## config.mk

```make
export PLATFORM = sky130hd
export DESIGN_NAME = hazard_unit
export DESIGN_NICKNAME = d
export VERILOG_FILES = /design/src/rtl/hazard_unit_pkg.sv /design/src/rtl/hazard_unit_sat_counter.sv /design/src/rtl/hazard_unit.sv
export SDC_FILE = /design/constraint.sdc
export NUM_CORES = 1
export LEC_CHECK = 0
export CAP_MARGIN = 20
export CORE_ASPECT_RATIO = 0.5
export CORE_MARGIN = 2
export CORE_UTILIZATION = 63
export CTS_CLUSTER_SIZE = 25
export DETAILED_ROUTE_END_ITERATION = 8
export DONT_BUFFER_PORTS = 1
export PLACE_DENSITY_LB_ADDON = 0.1
export SLEW_MARGIN = 20
export SYNTH_ARGS = -nofsm -noshare
export SYNTH_HDL_FRONTEND = slang
export SYNTH_HIERARCHICAL = 1
export SYNTH_SLANG_ARGS = --single-unit
export TNS_END_PERCENT = 5
```

## constraint.sdc

```tcl
create_clock -name clk -period 3.4 [get_ports clk]
set_clock_uncertainty 0.2 [all_clocks]
set_input_delay 0.34 -clock clk [delete_from_list [all_inputs] [get_ports clk]]
set_output_delay 0.34 -clock clk [all_outputs]
set_load 0.02 [all_outputs]
```

## src/rtl/hazard_unit_pkg.sv

```systemverilog
// Shared types and helpers for the pipeline hazard/forwarding controller:
// forward-select codes, scoreboard entry layout and the register-match rule.
package hazard_unit_pkg;

    localparam logic [1:0] FWD_NONE = 2'b00;
    localparam logic [1:0] FWD_WB   = 2'b01;
    localparam logic [1:0] FWD_MEM  = 2'b10;

    localparam logic [4:0] REG_ZERO = 5'd0;

    typedef struct packed {
        logic       valid;
        logic       regwrite;
        logic       memtoreg;
        logic [4:0] dst;
    } sb_entry_t;

    // A stage produces register r only if it is a live writer of a non-zero register.
    function automatic logic sb_match(input logic [4:0] r, input sb_entry_t s);
        return s.valid & s.regwrite & (s.dst != REG_ZERO) & (s.dst == r);
    endfunction

    // MEM wins over WB; a load in MEM has no ALU result to offer, so it falls through to WB.
    function automatic logic [1:0] fwd_sel(input logic [4:0] r, input sb_entry_t m,
                                           input sb_entry_t w);
        if (sb_match(r, m) && !m.memtoreg) begin
            return FWD_MEM;
        end
        if (sb_match(r, w)) begin
            return FWD_WB;
        end
        return FWD_NONE;
    endfunction

endpackage

```

## src/rtl/hazard_unit_sat_counter.sv

```systemverilog
// Saturating up-counter with asynchronous active-high reset; holds at all-ones.
module sat_counter
    import hazard_unit_pkg::*;
#(
    parameter int W = 16
) (
    input  logic         clk,
    input  logic         rst,
    input  logic         inc,
    output logic [W-1:0] cnt
);

    logic [W-1:0] cnt_q;
    logic [W-1:0] cnt_d;

    always_comb begin
        cnt_d = cnt_q;
        if (inc && (cnt_q != {W{1'b1}})) begin
            cnt_d = cnt_q + W'(1);
        end
    end

    always_ff @(posedge clk or posedge rst) begin
        if (rst) begin
            cnt_q <= '0;
        end else begin
            cnt_q <= cnt_d;
        end
    end

    assign cnt = cnt_q;

endmodule

```

## src/rtl/hazard_unit.sv

```systemverilog
// Hazard and forwarding controller for the 5-stage pipeline: shadow EX/MEM/WB
// scoreboard, EX/ID forwarding selects, stall/flush control, counters and watchdog.
module hazard_unit
    import hazard_unit_pkg::*;
#(
    parameter int CNT_W     = 16,
    parameter int MAX_STALL = 2
) (
    input  logic             clk,
    input  logic             rst,
    input  logic [4:0]       rs_D,
    input  logic [4:0]       rt_D,
    input  logic [4:0]       dst_D,
    input  logic             uses_rs_D,
    input  logic             uses_rt_D,
    input  logic             regwrite_D,
    input  logic             memtoreg_D,
    input  logic             branch_D,
    input  logic             zero_D,
    output logic [1:0]       Forward_RSE,
    output logic [1:0]       Forward_RTE,
    output logic             Forward_RSD,
    output logic             Forward_RTD,
    output logic             C_L_DE_Rs,
    output logic             C_L_DE_Rt,
    output logic             C_B_D,
    output logic             if_branch,
    output logic             ID_EX_flush,
    output logic [CNT_W-1:0] stall_cnt,
    output logic [CNT_W-1:0] flush_cnt,
    output logic             hazard_err
);

    localparam int               RUN_W   = $clog2(MAX_STALL + 2);
    localparam logic [RUN_W-1:0] RUN_MAX = RUN_W'(MAX_STALL);

    sb_entry_t        e_q, e_d;
    sb_entry_t        m_q, m_d;
    sb_entry_t        w_q, w_d;
    logic [4:0]       rs_e_q, rs_e_d;
    logic [4:0]       rt_e_q, rt_e_d;
    logic [RUN_W-1:0] run_q, run_d;
    logic             err_q, err_d;

    logic ld_rs;
    logic ld_rt;
    logic br_e;
    logic br_m;
    logic cbd;
    logic stall;
    logic err_set;
    logic flush;

    // Hazard detection from ID fields against the registered scoreboard
    always_comb begin
        ld_rs = uses_rs_D & sb_match(rs_D, e_q) & e_q.memtoreg;
        ld_rt = uses_rt_D & sb_match(rt_D, e_q) & e_q.memtoreg;
        br_e  = (uses_rs_D & sb_match(rs_D, e_q)) | (uses_rt_D & sb_match(rt_D, e_q));
        br_m  = (uses_rs_D & sb_match(rs_D, m_q) & m_q.memtoreg)
              | (uses_rt_D & sb_match(rt_D, m_q) & m_q.memtoreg);
        cbd   = branch_D & (br_e | br_m);
        stall = ld_rs | ld_rt | cbd;
        flush = branch_D & ~stall & zero_D;
    end

    // Next scoreboard state: a stalled ID instruction leaves a bubble behind in EX
    always_comb begin
        e_d    = '0;
        rs_e_d = REG_ZERO;
        rt_e_d = REG_ZERO;
        if (!stall) begin
            e_d.valid    = 1'b1;
            e_d.regwrite = regwrite_D;
            e_d.memtoreg = memtoreg_D;
            e_d.dst      = dst_D;
            rs_e_d       = rs_D;
            rt_e_d       = rt_D;
        end
        m_d = e_q;
        w_d = m_q;
    end

    // Watchdog: run_q is the number of stall cycles immediately preceding this one
    always_comb begin
        run_d   = '0;
        err_set = stall & (run_q >= RUN_MAX);
        err_d   = err_q | err_set;
        if (stall) begin
            run_d = (run_q < RUN_MAX) ? run_q + RUN_W'(1) : run_q;
        end
    end

    always_ff @(posedge clk or posedge rst) begin
        if (rst) begin
            e_q    <= '0;
            m_q    <= '0;
            w_q    <= '0;
            rs_e_q <= REG_ZERO;
            rt_e_q <= REG_ZERO;
            run_q  <= '0;
            err_q  <= 1'b0;
        end else begin
            e_q    <= e_d;
            m_q    <= m_d;
            w_q    <= w_d;
            rs_e_q <= rs_e_d;
            rt_e_q <= rt_e_d;
            run_q  <= run_d;
            err_q  <= err_d;
        end
    end

    sat_counter #(.W(CNT_W)) u_stall_cnt (
        .clk (clk),
        .rst (rst),
        .inc (stall),
        .cnt (stall_cnt)
    );

    sat_counter #(.W(CNT_W)) u_flush_cnt (
        .clk (clk),
        .rst (rst),
        .inc (flush),
        .cnt (flush_cnt)
    );

    assign Forward_RSE = fwd_sel(rs_e_q, m_q, w_q);
    assign Forward_RTE = fwd_sel(rt_e_q, m_q, w_q);
    assign Forward_RSD = branch_D & sb_match(rs_D, m_q) & ~m_q.memtoreg;
    assign Forward_RTD = branch_D & sb_match(rt_D, m_q) & ~m_q.memtoreg;
    assign C_L_DE_Rs   = ld_rs;
    assign C_L_DE_Rt   = ld_rt;
    assign C_B_D       = cbd;
    assign if_branch   = branch_D & ~stall;
    assign ID_EX_flush = stall;
    assign hazard_err  = err_q | err_set;

endmodule
```

==> qor.csv, run 1 <==
metric;value;unit
pin count of the biggest net entering global routing;37;
Longest Clk Path Bufs;2;
initial antenna violation count;0;
vias per inst;5.91;
Worst R2R Setup Slack;0.44;ns
Yosys reg bits;68;
I/O Pins;67;
die width;108;um
Post-DRT Antenna Nets;0;
setup repair after global routing missed its margin;false;
die height;56.2;um
peak supply drop;0.294;mV
DR pass1 iterations;4;
DR vias;2369;
worst path arrival time;2.50;ns
Primary FF master, synth;dfrtp_1;
DRC viols;0;
Syn Area/Cell;11.4;um2
Final HPWL DP;5070;um
Worst-Margin Slew;1.10;ns
number of CTS-inserted buffers;9;
Ant. Diodes;0;
status;completed;
CP Launch Type;register;
min cycle time layout;3.04;ns
cell family with most CP delay;simple AND/OR/NAND/NOR gates;
CTS HTree Levels;3;
Design Power;1.97;mW
post-synth cell types;44;
# port buffers;0;
post-layout net count;352;
final setup TNS;0;ns
Mapped Nets;328;
Post-synth EDFFs;0;
clock sinks;68;
Max-Slew Margin vs Limit;25.8;%
pins over their slew limit;0;
CP Class;reg -> out;
CP max FO;6;
Slowest-stage cell, CP;nor4_1;
CP required;2.86;ns
initial DRC count;101;
Critical Path Source;m_q[2];
post-synthesis cell count;302;
core box area;5090;um2
Placer Congestion;0.900;
origin of the critical flop-to-flop path;m_q[0];
drt wl/cell;17.9;um
Reg2Reg Depth;9;
final setup violation count;0;
yosys warns;6;
Initial Util;67.5;%
global-route wire length before repair;12400;um
Rows;18;
instance count on the critical path;5;
Final period util;89.3;%
Final Hold Violating Endpoints;0;
register area share after synthesis;49.5;%
Max Cap Violations;0;
area grow syn2layout;13.2;%
worst setup path endpoint;Forward_RSE[0];
crit path cell chain;or3_4 > o311a_4 > nand2b_2 > nor4_1 > nor4_2;
Worst Min Path Start;branch_D;
Post-Syn Area;3440;um2
slowest stage delay, CP;0.95;ns
Root Driver;clkbuf_8;
f_max;329;MHz
GR Overflow Total;0;
reg2reg end;u_flush_cnt/cnt[14];
Leak Pwr;1.72;nW
worst-skew pair later-pin latency;0.33;ns
vias in the first global route;2497;
worst min-delay path category;in -> reg;
fraction of registers with async set/reset;100;%
postcts setup bufs;0;
GRT Util Overall;26.6;%
layout cells sized above 1;12.7;%
PD cells;506;nW/um2
CTS tree;done;
Post-Route WL;7170;um
Critical Path Sink Type;output pin;
clock slew at reported path FFs;0.06;ns
Buf/Inv on CP;0;
die area;6100;um2
sequential cells by signal, summed over array words and instances, names as in the netlist:
| signal | count |
|---|---|
| rs_e_q | 5 |
| u_flush_cnt/cnt | 16 |
| run_q | 2 |
| w_q | 7 |
| err_q | 1 |
| m_q | 8 |
| rt_e_q | 5 |
| u_stall_cnt/cnt | 16 |
| e_q | 8 |
where the power goes:
| part | switching, mW | internal (mW) |
|---|---|---|
| Combinational | 0.0975 | 0.111 |
| Sequential | 0.169 | 0.875 |
| Clock | 0.283 | 0.432 |
| Total | 0.550 | 1.42 |
metrics by stage:
stage / instance area (um2) / setup WS [ns] / utilization, % / std cells / hold WS [ns]
2_1_floorplan: 3440 / 0.456 / - / 302 / 0.0537
3_3_place_gp: 3490 / 0.505 / 68.6 / 367 / 0.119
3_5_place_dp: 3490 / 0.447 / 68.6 / 367 / 0.136
4_1_cts: 3890 / 0.345 / 76.4 / 401 / 0.0524
5_1_grt: 3890 / 0.230 / 76.4 / 401 / 0.0422
6_report: 3890 / 0.364 / 76.4 / 401 / 0.0625
routing by layer:
layer | track usage [%] | wire length [um]
met5 | 0 | 0
met3 | 9.84 | 501
met1 | 32.9 | 3100
met2 | 43.8 | 3510
met4 | 7.69 | 65
cell usage after synthesis, types with 3 or more instances:
master | count | area share, %
nand4_1 | 10 | 1.8
mux2_2 | 4 | 1.3
buf_2 | 3 | 0.44
dfrtp_1 | 68 | 50
nand3_1 | 20 | 2.9
o221ai_1 | 3 | 0.76
buf_6 | 3 | 0.98
a21oi_1 | 6 | 0.87
ha_1 | 3 | 1.1
and3_1 | 32 | 5.8
nor4_1 | 4 | 0.73
xor2_1 | 23 | 5.9
inv_1 | 5 | 0.55
or4_1 | 3 | 0.66
nand2_1 | 17 | 1.9
and4_1 | 6 | 1.5
nor2_1 | 13 | 1.4
xnor2_1 | 40 | 10
repair_timing:
action / in CTS / in global routing
hold buffers: 18 / 0
endpoints found under the hold margin: 85 / 0
setup endpoints to repair: 0 / 0
resized for setup: 0 / 0
cells in the final DEF (no fill, tap or decap), types with 2 or more instances in the layout:
cell type      synthesis  layout
dfrtp_1               68      68
xnor2_1               40      40
and3_1                32      32
xor2_1                23      23
nand3_1               20      20
dlygate4sd3_1          0      18
nand2_1               17      17
nor2_1                13      13
clkbuf_8               0      10
nand4_1               10      10
a21oi_1                6       6
and4_1                 6       6
inv_1                  5       5
buf_4                  1       5
nor4_1                 4       4
mux2_2                 4       4
o221ai_1               3       3
or4_1                  3       3
ha_1                   3       3
nor2b_1                2       2
nor4_2                 2       2
clkbuf_1               1       2
bufinv_16              0       2
and4_2                 2       2
mux2i_1                2       2
nand4_2                2       2
nor4_4                 2       2
nand2b_1               2       2
nand4_4                2       2
nand2_2                2       2
and3_2                 2       2
and2_1                 2       2
o21a_1                 2       2
area by class of cell:
class / count / area, um2
clock inverters: 4 / 72.6
fillers: 337 / 1200
inverters: 5 / 18.8
flip-flops and latches: 68 / 1700
repair buffers: 23 / 218
clock buffers: 12 / 145
multi-input cells: 219 / 1650
well taps: 70 / 87.6
how the worst min path moves through the flow:
| stage | to | cells past startpoint |
|---|---|---|
| 5_1_grt | e_q[7] | 2 |
| 6_report | e_q[7] | 2 |
| 2_1_floorplan | u_flush_cnt/cnt[0] | 1 |
| 3_3_place_gp | u_flush_cnt/cnt[0] | 1 |
| 3_5_place_dp | u_flush_cnt/cnt[3] | 1 |
| 4_1_cts | e_q[7] | 2 |
cell families (layout without fill, tap and decap cells):
| logic type | count (synthesis) | in the layout | share of synthesized area, % |
|---|---|---|---|
| AO/OA/AOI/OAI | 18 | 18 | 4.77 |
| XOR/XNOR | 63 | 63 | 16.1 |
| adder cells (fa/ha/maj) | 3 | 3 | 1.09 |
| buffers and inverters | 15 | 44 | 2.59 |
| flip-flops | 68 | 68 | 49.5 |
| multiplexers | 6 | 6 | 1.89 |
| AND/OR/NAND/NOR | 129 | 129 | 24.1 |
(Power assumes the default switching activity.)
==> run 2, diff against run 1 <==
Settings changed: CORE_UTILIZATION 63 to 67.
Clock period 3.4 ns to 3.9 ns, I/O delays scaled along.
==> qor.csv, run 2 (synthesized netlist as in run 1, its figures left out) <==
metric;value;unit;change
final setup violation count;0;;unchanged
Ant. Diodes;0;;unchanged
post-route cell area;3840;um2;-1.3%
DRC viols;0;;unchanged
Final Hold Violating Endpoints;0;;unchanged
crit path cell chain;or3_4 > o311a_4 > o2111a_1 > nor3_1 > and4_1 > nand3_1 > nor2_1 > mux2_2;;
PD cells;427;nW/um2;-16%
Final HPWL DP;5010;um;-1.1%
Psw;0.487;mW;-11%
Initial Util;69.7;%;+2.2 points
Worst-Margin Slew;1.10;ns;-0.000179 ns
# port buffers;0;;unchanged
worst min-delay path category;in -> reg;;
peak supply drop;0.310;mV;+5.6%
Rows;18;;unchanged
CTS tree;done;;
worst-skew pair later-pin latency;0.34;ns;about the same
Max Cap Violations;0;;unchanged
Post-Route WL;7220;um;+0.66%
commonest non-fill, non-tap cell in the layout;dfrtp_1;;
DR vias;2384;;+0.63%
CP max FO;6;;unchanged
pin count of the biggest net entering global routing;37;;unchanged
die area;5750;um2;-5.7%
I/O Pins;67;;unchanged
post-layout net count;349;;-0.85%
switching share of power;29.7;%;+1.8 points
cell-internal power;1.15;mW;-19%
Design Power;1.64;mW;-17%
core box area;4930;um2;-3.1%
vias per inst;5.99;;+1.4%
Final period util;85.9;%;
setup repair after global routing missed its margin;false;;
DR pass1 iterations;4;;unchanged
clock sinks;68;;unchanged
layout cells sized above 1;12.2;%;-0.49 points
drt wl/cell;18.1;um;+1.4%
Post-DRT Antenna Nets;0;;unchanged
status;completed;;
die width;105;um;-2.9%
clock slew at reported path FFs;0.07;ns;about the same
Post-DP Area;3470;um2;-0.65%
global-route wire length before repair;11500;um;-7.1%
postcts setup bufs;0;;unchanged
GRT Util Overall;27.2;%;+0.62 points
Hold WS;0.117;ns;+0.0541 ns
logic gate share of total power;11.4;%;+0.8 points
final setup TNS;0;ns;unchanged
initial antenna violation count;0;;unchanged
vias in the first global route;2306;;-7.6%
GR Overflow Total;0;;unchanged
Slowest-stage cell, CP;nor3_1;;
die height;54.6;um;-2.8%
min cycle time layout;3.35;ns;
Buf/Inv on CP;0;;unchanged
initial DRC count;79;;-22%
cell family with most CP delay;simple AND/OR/NAND/NOR gates;;
worst path arrival time;3.37;ns;+0.87 ns
Longest Clk Path Bufs;2;;unchanged
slowest stage delay, CP;0.60;ns;-0.35 ns
Seq pwr share;55.5;%;+2.4 points
pins over their slew limit;0;;unchanged
Critical Path Sink Type;register;;
CP Class;reg -> reg;;
CP required;3.92;ns;+1.06 ns
Root Driver;clkbuf_8;;
f_max;299;MHz;
most frequent cells in the layout;68 x dfrtp_1, 40 x xnor2_1, 32 x and3_1, 23 x xor2_1, 20 x nand3_1;;
area grow syn2layout;11.7;%;
Placer Congestion;0.856;;-4.9%
Leak Pwr;1.69;nW;-1.6%
number of CTS-inserted buffers;9;;unchanged
clock network power share;33.1;%;-3.2 points
CP Launch Type;register;;
CTS HTree Levels;3;;unchanged
Max-Slew Margin vs Limit;25.8;%;about the same
==> run 2: changes by cell type in the layout (fill, tap and decap cells not counted), sizes merged <==
cell | previous run | this run
buf | 5 | 2
bufinv | 2 | 1
clkinv | 1 | 3
clkbuf | 12 | 11
==> run 2: what timing repair did <==
action | in CTS | in global routing
gates resized for setup | 0 | 0
hold buffers | 15 | 3
hold endpoints to repair | 82 | 3
==> run 2: worst reg2reg max path: cells and delay by family (launching register included) <==
kind             cells  cell delay [ns]
flip-flops           1             0.49
AO/OA/AOI/OAI        2             0.51
multiplexers         1             0.34
AND/OR/NAND/NOR      5             1.69
==> run 2: final cells by class <==
class,instances,area (um2)
sequential,68,1700
multi-input combinational,219,1650
fill,321,1090
timing repair buffer,20,195
clock buffer,11,131
tap,70,87.6
clock inverter,5,52.6
inverter,5,18.8
==> run 2: path summary, 6_finish.rpt <==
kind / startpoint / end / slack [ns] / depth (start not counted)
max reg2reg: m_q[0] / u_flush_cnt/cnt[14] / 0.55 / 8
max in group asynchronous: rst / u_flush_cnt/cnt[7] / 2.67 / 2
min reg2reg: e_q[7] / m_q[7] / 0.18 / 0
min: branch_D / e_q[7] / 0.12 / 2
min in group asynchronous: rst / u_stall_cnt/cnt[0] / 0.42 / 2
max: m_q[0] / u_flush_cnt/cnt[14] / 0.55 / 8
==> run 2: routing by layer <==
layer | vias to the layer above | part of all wire (%) | track usage [%]
met5 | - | 0 | 0
met4 | 0 | 1.3 | 7.56
met3 | 10 | 7.9 | 13.0
met2 | 93 | 48 | 44.1
met1 | 1169 | 43 | 33.5
li1 | 1112 | - | -
==> run 2: power by group through the flow <==
stage | Combinational, mW | Clock (mW) | Sequential (mW)
after global routing | 0.205 | 0.599 | 0.920
after CTS | 0.180 | 0.557 | 0.908
after detailed placement | 0.167 | 0 | 0.922
after global placement | 0.156 | 0 | 0.919
after floorplan | 0.151 | 0 | 0.887
final | 0.186 | 0.543 | 0.909
==> run 2: through the flow <==
| step | worst slack (ns) | util, % | std cells |
|---|---|---|---|
| after floorplan | 0.956 | - | 302 |
| after global placement | 0.827 | 70.3 | 364 |
| after detailed placement | 0.635 | 70.3 | 364 |
| after CTS | 0.617 | 77.1 | 395 |
| after global routing | 0.420 | 77.8 | 398 |
| final | 0.552 | 77.8 | 398 |
==> run 3, diff against run 2 <==
Settings changed: CORE_MARGIN 2 to not set, SYNTH_HIERARCHICAL 1 to not set.
==> qor.csv, run 3 <==
metric;value;unit;change
status;completed;;
most frequent cells in the layout;68 x dfrtp_1, 47 x xnor2_1, 21 x xor2_1, 21 x and2_1, 19 x nand4_1;;
DR pass1 iterations;5;;+1
I/O Pins;67;;unchanged
Slowest-stage cell, CP;or4_4;;
GR Overflow Total;0;;unchanged
placed cells;342;;-6.0%
area grow syn2layout;14.5;%;
die width;99.7;um;-5.3%
die area;5070;um2;-12%
Synth top area share;53.2;%;+3.7 points
crit path cell chain;or4_4 > o2111ai_2 > nor4_1 > nor4_4 > o21a_1 > o21bai_1;;
final setup TNS;0;ns;unchanged
Rows;17;;-1
postcts setup bufs;0;;unchanged
Psw;0.471;mW;-3.3%
Final HPWL DP;4580;um;-8.6%
Leak Pwr;1.58;nW;-6.7%
Synth Area in Compound Gates;2.35;%;-2.4 points
cell family with most CP delay;simple AND/OR/NAND/NOR gates;;
post-synthesis cell count;284;;-6.0%
Buf/Inv on CP;0;;unchanged
pin count of the biggest net entering global routing;47;;+27%
Primary FF master, synth;dfrtp_1;;
drt wl/cell;17.8;um;-2.1%
final setup violation count;0;;unchanged
Worst-Margin Slew;0.973;ns;-0.129 ns
Placer Congestion;0.835;;-2.4%
setup repair after global routing missed its margin;false;;
CTS HTree Levels;3;;unchanged
Post-DRT Antenna Nets;0;;unchanged
post-synth cell types;31;;-30%
pins over their slew limit;0;;unchanged
CP Launch Type;register;;
Max Cap Violations;0;;unchanged
clock slew at reported path FFs;0.08;ns;about the same
slowest stage delay, CP;0.58;ns;-0.02 ns
peak supply drop;0.479;mV;+54%
clock network power share;38.3;%;+5.2 points
Post-Route WL;6680;um;-7.5%
min cycle time layout;3.38;ns;+0.0325 ns
Yosys reg bits;68;;unchanged
switching share of power;27.8;%;-1.9 points
Hold-fix buffers, CTS;18;;+3
post-layout net count;331;;-5.2%
DR vias;2198;;-7.8%
PD cells;463;nW/um2;+8.5%
GRT Util Overall;29.9;%;+2.7 points
post-synthesis mux area share;1.37;%;-0.52 points
CP Class;reg -> out;;
# port buffers;0;;unchanged
number of CTS-inserted buffers;9;;unchanged
Synth Area in XOR/XNOR;18.6;%;+2.6 points
Critical Path Sink Type;output pin;;
count leader, synth;dfrtp_1;;
PostCTS Resize Cnt;0;;unchanged
die height;50.8;um;-6.9%
Core Util, Final;81.6;%;+3.7 points
Final period util;86.7;%;+0.83 points
Mapped Nets;310;;-5.5%
Synth area leaders;dfrtp_1 53%, xnor2_1 13%, xor2_1 5.8%;;
Syn Area/Cell;11.3;um2;-1.1%
core box area;4490;um2;-9.0%
logic gate share of total power;9.5;%;-1.9 points
Max-Slew Margin vs Limit;35.0;%;+9.2 points
Post-DP Area;3260;um2;-6.1%
yosys warns;0;;-6
Ant. Diodes;0;;unchanged
worst min-delay path category;reg -> reg;;
non-filler cells, final;376;;-5.5%
commonest non-fill, non-tap cell in the layout;dfrtp_1;;
simple-gate share of the synthesized area;20.5;%;-3.6 points
adder-cell area share of the yosys netlist;1.17;%;+0.082 points
largest family of logic cells by synthesized area;simple AND/OR/NAND/NOR gates;;
Initial Util;71.2;%;+1.6 points
CP max FO;12;;+6
vias per inst;5.85;;-2.4%
Final Hold Violating Endpoints;0;;unchanged
post-route cell area;3660;um2;-4.6%
DRC viols;0;;unchanged
Seq pwr share;52.1;%;-3.4 points
worst-skew pair later-pin latency;0.35;ns;about the same
CTS tree;done;;
cell-internal power;1.22;mW;+6.3%
CP required;3.31;ns;-0.61 ns
cell accounting for the most synthesized area;dfrtp_1;;
fraction of registers with async set/reset;100;%;unchanged
Post-synth EDFFs;0;;unchanged
vias in the first global route;2263;;-1.9%
register area share after synthesis;53.2;%;+3.7 points
initial DRC count;104;;+32%
Longest Clk Path Bufs;2;;unchanged
Post-Syn Area;3200;um2;-7.0%
clock sinks;68;;unchanged
Root Driver;clkbuf_8;;
worst path arrival time;2.79;ns;-0.58 ns
global-route wire length before repair;10900;um;-4.7%
f_max;296;MHz;-0.96%
initial antenna violation count;0;;unchanged
Post-synth top cells;68 x dfrtp_1, 47 x xnor2_1, 21 x and2_1, 21 x xor2_1, 19 x nand4_1;;
layout cells sized above 1;9.03;%;-3.2 points
run 3: cell types whose count changed after synthesis, moves of 6 or more:
cell | before | now
and2_1 | 2 | 21
and3_1 | 32 | 15
nand3_1 | 20 | 8
nand4_1 | 10 | 19
nor3_1 | 1 | 8
xnor2_1 | 40 | 47
clkbuf_1 | 1 | 7
run 3: cell type report:
cell class                      count  area (um2)
Clock inverter                      6        87.6
Multi-Input combinational cell    195        1410
Clock buffer                       10         138
Tap cell                           66        82.6
Sequential cell                    68        1700
Inverter                            9        33.8
Timing Repair Buffer               22         210
Fill cell                         269         827
run 3: layer usage:
layer / share of wire (%) / global-route usage, % / vias to the layer above
li1: - / - / 1005
met2: 49 / 47.9 / 91
met3: 7.7 / 12.2 / 15
met5: 0 / 0 / -
met1: 41 / 36.7 / 1087
met4: 1.5 / 12.0 / 0
run 3: through the flow:
| step | total power [mW] | hold WS, ns | worst slack (ns) |
|---|---|---|---|
| 2_1_floorplan | 1.00 | 0.149 | 1.09 |
| 3_3_place_gp | 1.03 | 0.187 | 0.987 |
| 3_5_place_dp | 1.04 | 0.191 | 0.904 |
| 4_1_cts | 1.70 | 0.203 | 0.550 |
| 5_1_grt | 1.76 | 0.215 | 0.357 |
| 6_report | 1.70 | 0.204 | 0.519 |
run 3: logic make-up (layout without fill, tap and decap cells):
family                   after synthesis  in the layout
multiplexers                           4              4
AND/OR/NAND/NOR                      111            111
XOR/XNOR                              68             68
flip-flops                            68             68
adder cells (fa/ha/maj)                3              3
buffers and inverters                 21             47
AO/OA/AOI/OAI                          9              9
run 3: worst paths after layout:
kind / depth (start not counted) / startpoint / slack (ns) / endpoint
max in group asynchronous: 3 / rst / 2.17 / u_flush_cnt.cnt[13]
worst max register to register: 6 / e_q[4] / 0.81 / u_stall_cnt.cnt[1]
worst min-delay path: 0 / e_q[7] / 0.20 / m_q[7]
min in group asynchronous: 2 / rst / 0.50 / u_stall_cnt.cnt[6]
worst min register to register: 0 / e_q[7] / 0.20 / m_q[7]
worst max-delay path: 6 / m_q[1] / 0.52 / hazard_err
run 3: power by group through the flow:
stage          combinational, mW  clock [mW]  sequential, mW
2_1_floorplan              0.128           0           0.872
3_3_place_gp               0.137           0           0.892
3_5_place_dp               0.146           0           0.897
4_1_cts                    0.161       0.657           0.883
5_1_grt                    0.181       0.689           0.891
6_report                   0.162       0.650           0.883
